**src/rtl/mem_access_ctrl.sv**
```systemverilog
// mem_access_ctrl: CPU-side MAR/MDR registers plus a Moore FSM that sequences
// asynchronous SRAM read/write strobes with a programmable wait count.
module mem_access_ctrl #(
    parameter int unsigned WAIT_CYCLES = 2
) (
    input  logic        Clk,
    input  logic        Reset_n,
    input  logic [15:0] Bus,
    input  logic        LD_MAR,
    input  logic        LD_MDR,
    input  logic        Mem_R,
    input  logic        Mem_W,
    input  logic [15:0] Data_from_SRAM,
    output logic [15:0] MAR,
    output logic [15:0] MDR,
    output logic [15:0] Data_to_SRAM,
    output logic        Data_OE,
    output logic        CE_n,
    output logic        OE_n,
    output logic        WE_n,
    output logic        Busy,
    output logic        Done
);

    typedef enum logic [2:0] {
        IDLE,
        RD_WAIT,
        RD_LATCH,
        WR_SETUP,
        WR_PULSE,
        WR_HOLD,
        DONE
    } state_t;

    localparam logic [3:0] CNT_INIT = 4'(WAIT_CYCLES - 1);

    state_t      state_q, state_d;
    logic [3:0]  cnt_q, cnt_d;
    logic [15:0] mar_q, mar_d;
    logic [15:0] mdr_q, mdr_d;

    always_ff @(posedge Clk or negedge Reset_n) begin
        if (!Reset_n) begin
            state_q <= IDLE;
            cnt_q   <= 4'd0;
            mar_q   <= 16'h0000;
            mdr_q   <= 16'h0000;
        end else begin
            state_q <= state_d;
            cnt_q   <= cnt_d;
            mar_q   <= mar_d;
            mdr_q   <= mdr_d;
        end
    end

    // Register loads and new requests are only honoured in IDLE.
    always_comb begin
        state_d = state_q;
        cnt_d   = cnt_q;
        mar_d   = mar_q;
        mdr_d   = mdr_q;
        case (state_q)
            IDLE: begin
                if (LD_MAR) mar_d = Bus;
                if (LD_MDR) mdr_d = Bus;
                if (Mem_R) begin
                    state_d = RD_WAIT;
                    cnt_d   = CNT_INIT;
                end else if (Mem_W) begin
                    state_d = WR_SETUP;
                end
            end
            RD_WAIT: begin
                if (cnt_q == 4'd0) state_d = RD_LATCH;
                else               cnt_d   = cnt_q - 4'd1;
            end
            RD_LATCH: begin
                mdr_d   = Data_from_SRAM;
                state_d = DONE;
            end
            WR_SETUP: begin
                state_d = WR_PULSE;
                cnt_d   = CNT_INIT;
            end
            WR_PULSE: begin
                if (cnt_q == 4'd0) state_d = WR_HOLD;
                else               cnt_d   = cnt_q - 4'd1;
            end
            WR_HOLD:  state_d = DONE;
            DONE:     state_d = IDLE;
            default:  state_d = IDLE;
        endcase
    end

    // Strobes are decoded from the state register alone; WE_n and OE_n are
    // never low together because no state drives both.
    always_comb begin
        CE_n    = 1'b1;
        OE_n    = 1'b1;
        WE_n    = 1'b1;
        Data_OE = 1'b0;
        Done    = 1'b0;
        Busy    = (state_q != IDLE);
        case (state_q)
            RD_WAIT, RD_LATCH: begin
                CE_n = 1'b0;
                OE_n = 1'b0;
            end
            WR_SETUP, WR_HOLD: begin
                CE_n    = 1'b0;
                Data_OE = 1'b1;
            end
            WR_PULSE: begin
                CE_n    = 1'b0;
                WE_n    = 1'b0;
                Data_OE = 1'b1;
            end
            DONE:    Done = 1'b1;
            default: ;
        endcase
    end

    assign MAR          = mar_q;
    assign MDR          = mdr_q;
    assign Data_to_SRAM = mdr_q;

endmodule

```
**config.mk**
```make
export PLATFORM = sky130hd
export DESIGN_NAME = mem_access_ctrl
export DESIGN_NICKNAME = d
export VERILOG_FILES = /design/src/rtl/mem_access_ctrl.sv
export SDC_FILE = /design/constraint.sdc
export NUM_CORES = 1
export LEC_CHECK = 0
export CAP_MARGIN = 25
export CORE_MARGIN = 2
export CORE_UTILIZATION = 44
export DETAILED_ROUTE_END_ITERATION = 6
export PLACE_DENSITY = 0.85
export SYNTH_ARGS = -nofsm -noshare
export SYNTH_HDL_FRONTEND = slang
export SYNTH_SLANG_ARGS = --single-unit
```
**constraint.sdc**
```tcl
create_clock -name Clk -period 4.3 [get_ports Clk]
set_clock_uncertainty 0.2 [all_clocks]
set_input_delay 1.29 -clock Clk [delete_from_list [all_inputs] [get_ports Clk]]
set_output_delay 1.29 -clock Clk [all_outputs]
set_load 0.05 [all_outputs]
```
; ---- Word level (Yosys, flattened, before mapping)
; Cells that the tools add are included.
[word_totals]
n_memories = 0
out_inout_bits = 54
ff_bits = 39
romBits = 0
mem_bits_rw = 0
latchBits = 0
in_bits = 38
word_cells = 46
[classes]
n_lt_le_gt_ge = 0
mux = 15
div_mod_pow = 0
n_addsub = 1
n_reduce_logical = 14
eq_ne = 12
n_mul = 0
bitwise_logic = 0
shifts = 0
[op_table]
columns = cell, n
row1 = case mux 16 bit (2 select lines), 1
row2 = 2-to-1 mux 16 bit, 1
row3 = case mux 3 bit (5 select lines), 1
row4 = 2-to-1 mux 3 bit, 4
row5 = case mux 4 bit (3 select lines), 1
row6 = != test 2 bit (second input constant), 5
row7 = equality test 3 bit (second input constant), 3
row8 = 2-to-1 mux 4 bit, 2
row9 = equality test 3 x 2 -> 1 bit (second input constant), 2
row10 = AND reduction 3 bit, 2
row11 = nonzero test 3 bit, 2
row12 = OR reduction 2 bit, 3
row13 = 2-to-1 mux 1 bit, 5
row14 = OR reduction 5 bit, 1
row15 = logical NOT 4 bit, 1
row16 = AND reduction 2 bit, 2
row17 = subtractor 4 x 1 -> 4 bit (second input constant), 1
row18 = equality test 3 x 1 -> 1 bit (second input constant), 1
row19 = logical NOT 3 bit, 1
row20 = != test 3 bit (second input constant), 1
row21 = OR reduction 3 bit, 1
row22 = nonzero test 2 bit, 1

; ---- Longest topological paths before layout
; Gate-level depths: netlist of the first run.
[depth]
depth_word = 4
mapped_depth = 7
mapped_depth_nobuf = 6

; ---- Least setup slack after synthesis of the first run
; Ideal clock, no wire load.
[synth_path]
path_kind = reg-to-output
start = register state_q[2]
end = output port Done
t_arrival_ns = 1.813
n_path_buf = 2
path_slack_ns = 0.997
required_ns = 2.810
path_stages_with_launch = 4
cell_sequence = dfrtp_1 -> buf_6 -> buf_2 -> nor3b_1
[synth_via]
elab_chain_len = 2
[synth_lines]
columns = item, line
row1 = from (decl), 37  ; state_t state_q, state_d;
row2 = from (signal assigned), 49  ; state_q <= state_d;
row3 = equality test 3 bit, 104  ; case (state_q)
row4 = 2-to-1 mux 1 bit, 104
row5 = to (decl), 22  ; output logic Done
; Every way passes these cells.

; ---- Final worst setup path of the first run
[layout_path]
start = register state_q[1]
end = output port Done
; Same word-level chain as after synthesis.

==> flow_summary.toml, run 1 <==
[setup_path]
cp_cell_sequence = "inv_1 > nor3b_1 > clkdlybuf4s50_1"
crit_arrival_ns = 2.13
slowest_stage = "clkdlybuf4s50_1"
cp-start-kind = "register"
worstPathMaxFanout = 12
cp-end-kind = "primary output"
crit_buf_inv = 2
cp.required_ns = 2.81
worstSetupPathType = "register to primary output"
path_delay_family = "buffers and inverters"
slowest_delay_ns = 0.83

[cts]
cts_tree = "done"
cts.repair.resized = 0
clock_sinks = 39
cts_setup_buffers = 0
htreeDepth = 2
hold_buffers = 0
worstSkewPairLatency_ns = 0.28
cts_buffers = 5
cts-root-buf = "clkbuf_8"
clk_pin_slew_worst_paths_ns = 0.07
cts_max_path_buffers = 2

[sta]
drv_slew = 0
slew_headroom = 0.425
setup_tns_ns = 0
rsz0062_at_grt = "no"
layout_worst_path_cycle_share = 0.841
setup_viol_count_final = 0
fin_crit_ns = 3.62
fmax_mhz = 277
worst_slew_pin_slew_ns = 0.863
hold_violations = 0

[place]
hpwl_mm = 3.23
io_buffers = 91
gp_congestion = 0.740

[synthesis]
synth_compound_area_frac = 0.101
ys_seq_area_frac = 0.497
synth_fp_nets = 216
synthXorXnorAreaFrac = 0.0134
synth_top_family_by_area = "simple AND/OR/NAND/NOR gates"
synth_common_cells = "dfrtp_1 (39), nand2_1 (31), buf_4 (17), a22oi_1 (12), mux2_4 (10)"
yosysTopAreaCellShare = 0.497
synth-seq-cells = 39
async_flop_share = 1.00
synth_mux_area_frac = 0.121
synth_cell_type_count = 34
avgSynthCellArea_um2 = 11.1
synthCells = 177
synth_top_flop_cell = "dfrtp_1"
synth_fa_ha_area_frac = 0.00637
yosysMostFrequentCell = "dfrtp_1"
synthesis.area_um2 = 1960
yosys.area_share.simple = 0.144
synth_edf_count = 0
netlist_top_cells_area = "dfrtp_1 (50%), mux2_4 (7.6%), buf_4 (6.5%), nand2_1 (5.9%), a22oi_1 (4.6%)"
synth_warnings = 0
yosysTopAreaCell = "dfrtp_1"

[floorplan]
start_util = 0.454
die_height_um = 70.8
die_area_um2 = 5010
core_um2 = 4320
ios = 92
die_width_um = 70.8
rows = 24

[finish]
area_growth_pct = 42.8
nets = 289
post_route_cells_drive_above_1_share = 0.108
antenna_cells = 0

[min_path]
hold_path.class = "register to register"

[outcome]
status = "finished clean"

[global_route]
grt_pass1_wl_mm = 7.11
antenna_found_initial = 0
grtUsageTotal = 0.178
overflow = 0
grt_max_degree = 40
grt_pass1_vias = 1467

[drt]
firstDrtPassIters = 4
viasPerCell = 5.01
vias = 1508
dr.first_iter.drc_count = 76
avgRoutedWirePerCell_um = 14.7
drt_drc_violations_left = 0
routed_wl_mm = 4.41
drtAntennaViolNets = 0

[job]
drv_cap = 0
==> tightest hold or removal path, stage by stage (launching register included) <==
cell,delay [ns]
dfrtp_1,0.36
nand2_1,0.05
nand2_1,0.06
==> metrics by stage <==
stage | utilization | hold WS, ns | instance area, um^2 | instances | setup WS [ns]
after floorplan | - | 0.296 | 1960 | 177 | 0.997
after global placement | 0.632 | 0.282 | 2730 | 295 | 1.02
after detailed placement | 0.632 | 0.293 | 2730 | 295 | 0.988
after CTS | 0.648 | 0.307 | 2800 | 301 | 0.665
after global routing | 0.648 | 0.326 | 2800 | 301 | 0.518
final | 0.648 | 0.304 | 2800 | 301 | 0.684
==> per-layer routing <==
metal | vias to the layer above | track usage | routed length (um)
met2 | 54 | 0.292 | 2140
met4 | 0 | 0.0377 | 21
li1 | 737 | - | -
met1 | 713 | 0.242 | 1960
met5 | - | 0 | 0
met3 | 4 | 0.0427 | 285
==> path summary, 6_finish.rpt <==
path                                  start               end  slack (ns)  cells past startpoint
setup reg to reg                 state_q[2]   Data_to_SRAM[0]        2.26                      4
setup / recovery                 state_q[1]              Done        0.68                      3
hold reg to reg            Data_to_SRAM[15]  Data_to_SRAM[15]        0.30                      2
hold / removal             Data_to_SRAM[15]  Data_to_SRAM[15]        0.30                      2
min in group asynchronous           Reset_n            MAR[2]        0.92                      1
max in group asynchronous           Reset_n  Data_to_SRAM[10]        2.44                      1
==> cell families after synthesis <==
logic type,count (synthesis)
adders and majority gates,1
DFF,39
buffers and inverters,31
AOI/OAI and AO/OA,29
and+or+nand+nor,56
xor gates and xnor gates,3
muxes,18
==> area by class of cell <==
class,instances,area (um^2)
Inverter,5,18.8
Multi-Input combinational cell,107,758
Sequential cell,39,976
Fill cell,375,1520
Timing Repair Buffer,92,913
Tap cell,52,65.1
Clock buffer,6,72.6
==> flip-flops by register name (all words and copies together) (netlist names) <==
signal / count
MAR: 16
state_q: 3
Data_to_SRAM: 16
cnt_q: 4
==> cell usage in the layout (no fill, tap or decap), types with 3 or more instances in the layout <==
cell type,n
mux2_4,10
nor2_1,6
clkdlybuf4s50_1,90
clkbuf_8,5
o21ai_0,6
nand2_1,31
xor2_1,3
inv_1,5
mux2_2,6
nor3_1,6
o22ai_1,4
a22oi_1,12
dfrtp_1,39
Power of run 1 is left out: the tool's default activity adds up to more than one toggle a clock period on the data nets, which glitch-free logic cannot reach.
==> run 2: changes to the inputs <==
Settings changed: CORE_UTILIZATION 44 to 37, PLACE_DENSITY 0.85 to 0.76.
Clock period 4.3 ns to 3 ns, I/O delays scaled along.
==> flow_summary.toml, run 2 (synthesized netlist as in run 1, its figures left out) <==
[drt]
vias = 1548
dr.first_iter.drc_count = 77
routed_wl_mm = 4.77
firstDrtPassIters = 4
drtAntennaViolNets = 0
viasPerCell = 4.82
avgRoutedWirePerCell_um = 14.9
drt_drc_violations_left = 0

[global_route]
grt_pass1_wl_mm = 8.16
grt_pass1_vias = 1614
antenna_found_initial = 0
grtUsageTotal = 0.170
grt_max_degree = 40
overflow = 0

[cts]
cts_max_path_buffers = 2
cts.repair.resized = 0
cts_tree = "done"
hold_buffers = 0
cts_buffers = 5
clock_sinks = 39
clk_pin_slew_worst_paths_ns = 0.08
cts-root-buf = "clkbuf_8"
worstSkewPairLatency_ns = 0.29
htreeDepth = 2
cts_setup_buffers = 0

[floorplan]
die_width_um = 76.8
rows = 26
die_area_um2 = 5900
ios = 92
start_util = 0.384
die_height_um = 76.8
core_um2 = 5110

[sta]
hold_violations = 0
drv_slew = 0
fmax_mhz = 359
setup_viol_count_final = 0
slew_headroom = 0.429
rsz0062_at_grt = "no"
setup_tns_ns = 0
fin_crit_ns = 2.79
worst_slew_pin_slew_ns = 0.856
layout_worst_path_cycle_share = 0.930

[min_path]
min-delay-start = "Data_to_SRAM[14]"
hold_path.class = "register to register"

[finish]
nets = 289
layout_common_cells = "clkdlybuf4s50_1 (84), dfrtp_1 (39), nand2_1 (31), a22oi_1 (12), mux2_4 (10)"
final_common_cell = "clkdlybuf4s50_1"
ff_latch_area_um2 = 976
antenna_cells = 0
area_growth_pct = 47.7
post_route_cells_drive_above_1_share = 0.143
multi_input_area_um2 = 758
fill_cells = 450

[setup_path]
reg2reg_from = "state_q[2]"
cp.required_ns = 1.90
crit_arrival_ns = 1.69
cp-startpoint = "state_q[1]"
rrSetupSlack_ns = 0.97
worstPathMaxFanout = 12
worstSetupPathType = "register to primary output"
cp-start-kind = "register"
cp-end-kind = "primary output"

[job]
drv_cap = 0

[place]
gp_congestion = 0.733
hpwl_mm = 3.46
io_buffers = 91

[outcome]
status = "finished clean"
## run 2: layout make-up
class                   instances  area share
flip-flops and latches         39       0.336
repair buffers                 92       0.318
clock buffers                   5      0.0237
inverters                       5     0.00647
multi-input cells             107       0.261
well taps                      70      0.0302
clock inverters                 3      0.0233
## run 2: worst paths after layout
kind / endpoint / depth (start not counted)
min in group asynchronous: Data_to_SRAM[5] / 1
max in group asynchronous: Data_to_SRAM[1] / 1
min: Data_to_SRAM[14] / 2
max: Done / 3
max reg2reg: Data_to_SRAM[2] / 4
min reg2reg: Data_to_SRAM[14] / 2
## run 2: per-stage QoR
stage,utilization,instances,cell area (um^2),hold WS (ns),setup WS [ns]
after global routing,0.568,321,2900,0.333,0.0487
after floorplan,-,177,1960,0.296,0.0870
final,0.568,321,2900,0.306,0.211
after global placement,0.541,313,2760,0.282,0.543
after CTS,0.568,321,2900,0.312,0.174
after detailed placement,0.541,313,2760,0.293,0.483
## run 2: metal layers
metal,vias to the layer above,GRT usage,share of wire
met2,65,0.276,0.49
li1,740,-,-
met4,0,0.0473,0.0090
met3,5,0.0576,0.081
met5,-,0,0
met1,738,0.217,0.42
## run 2: critical path, stage by stage (launching register included)
cell,delay (ns)
dfrtp_1,0.60
inv_1,0.22
nor3b_1,0.39
buf_12,0.19
Power of run 2 is left out for the same reason.
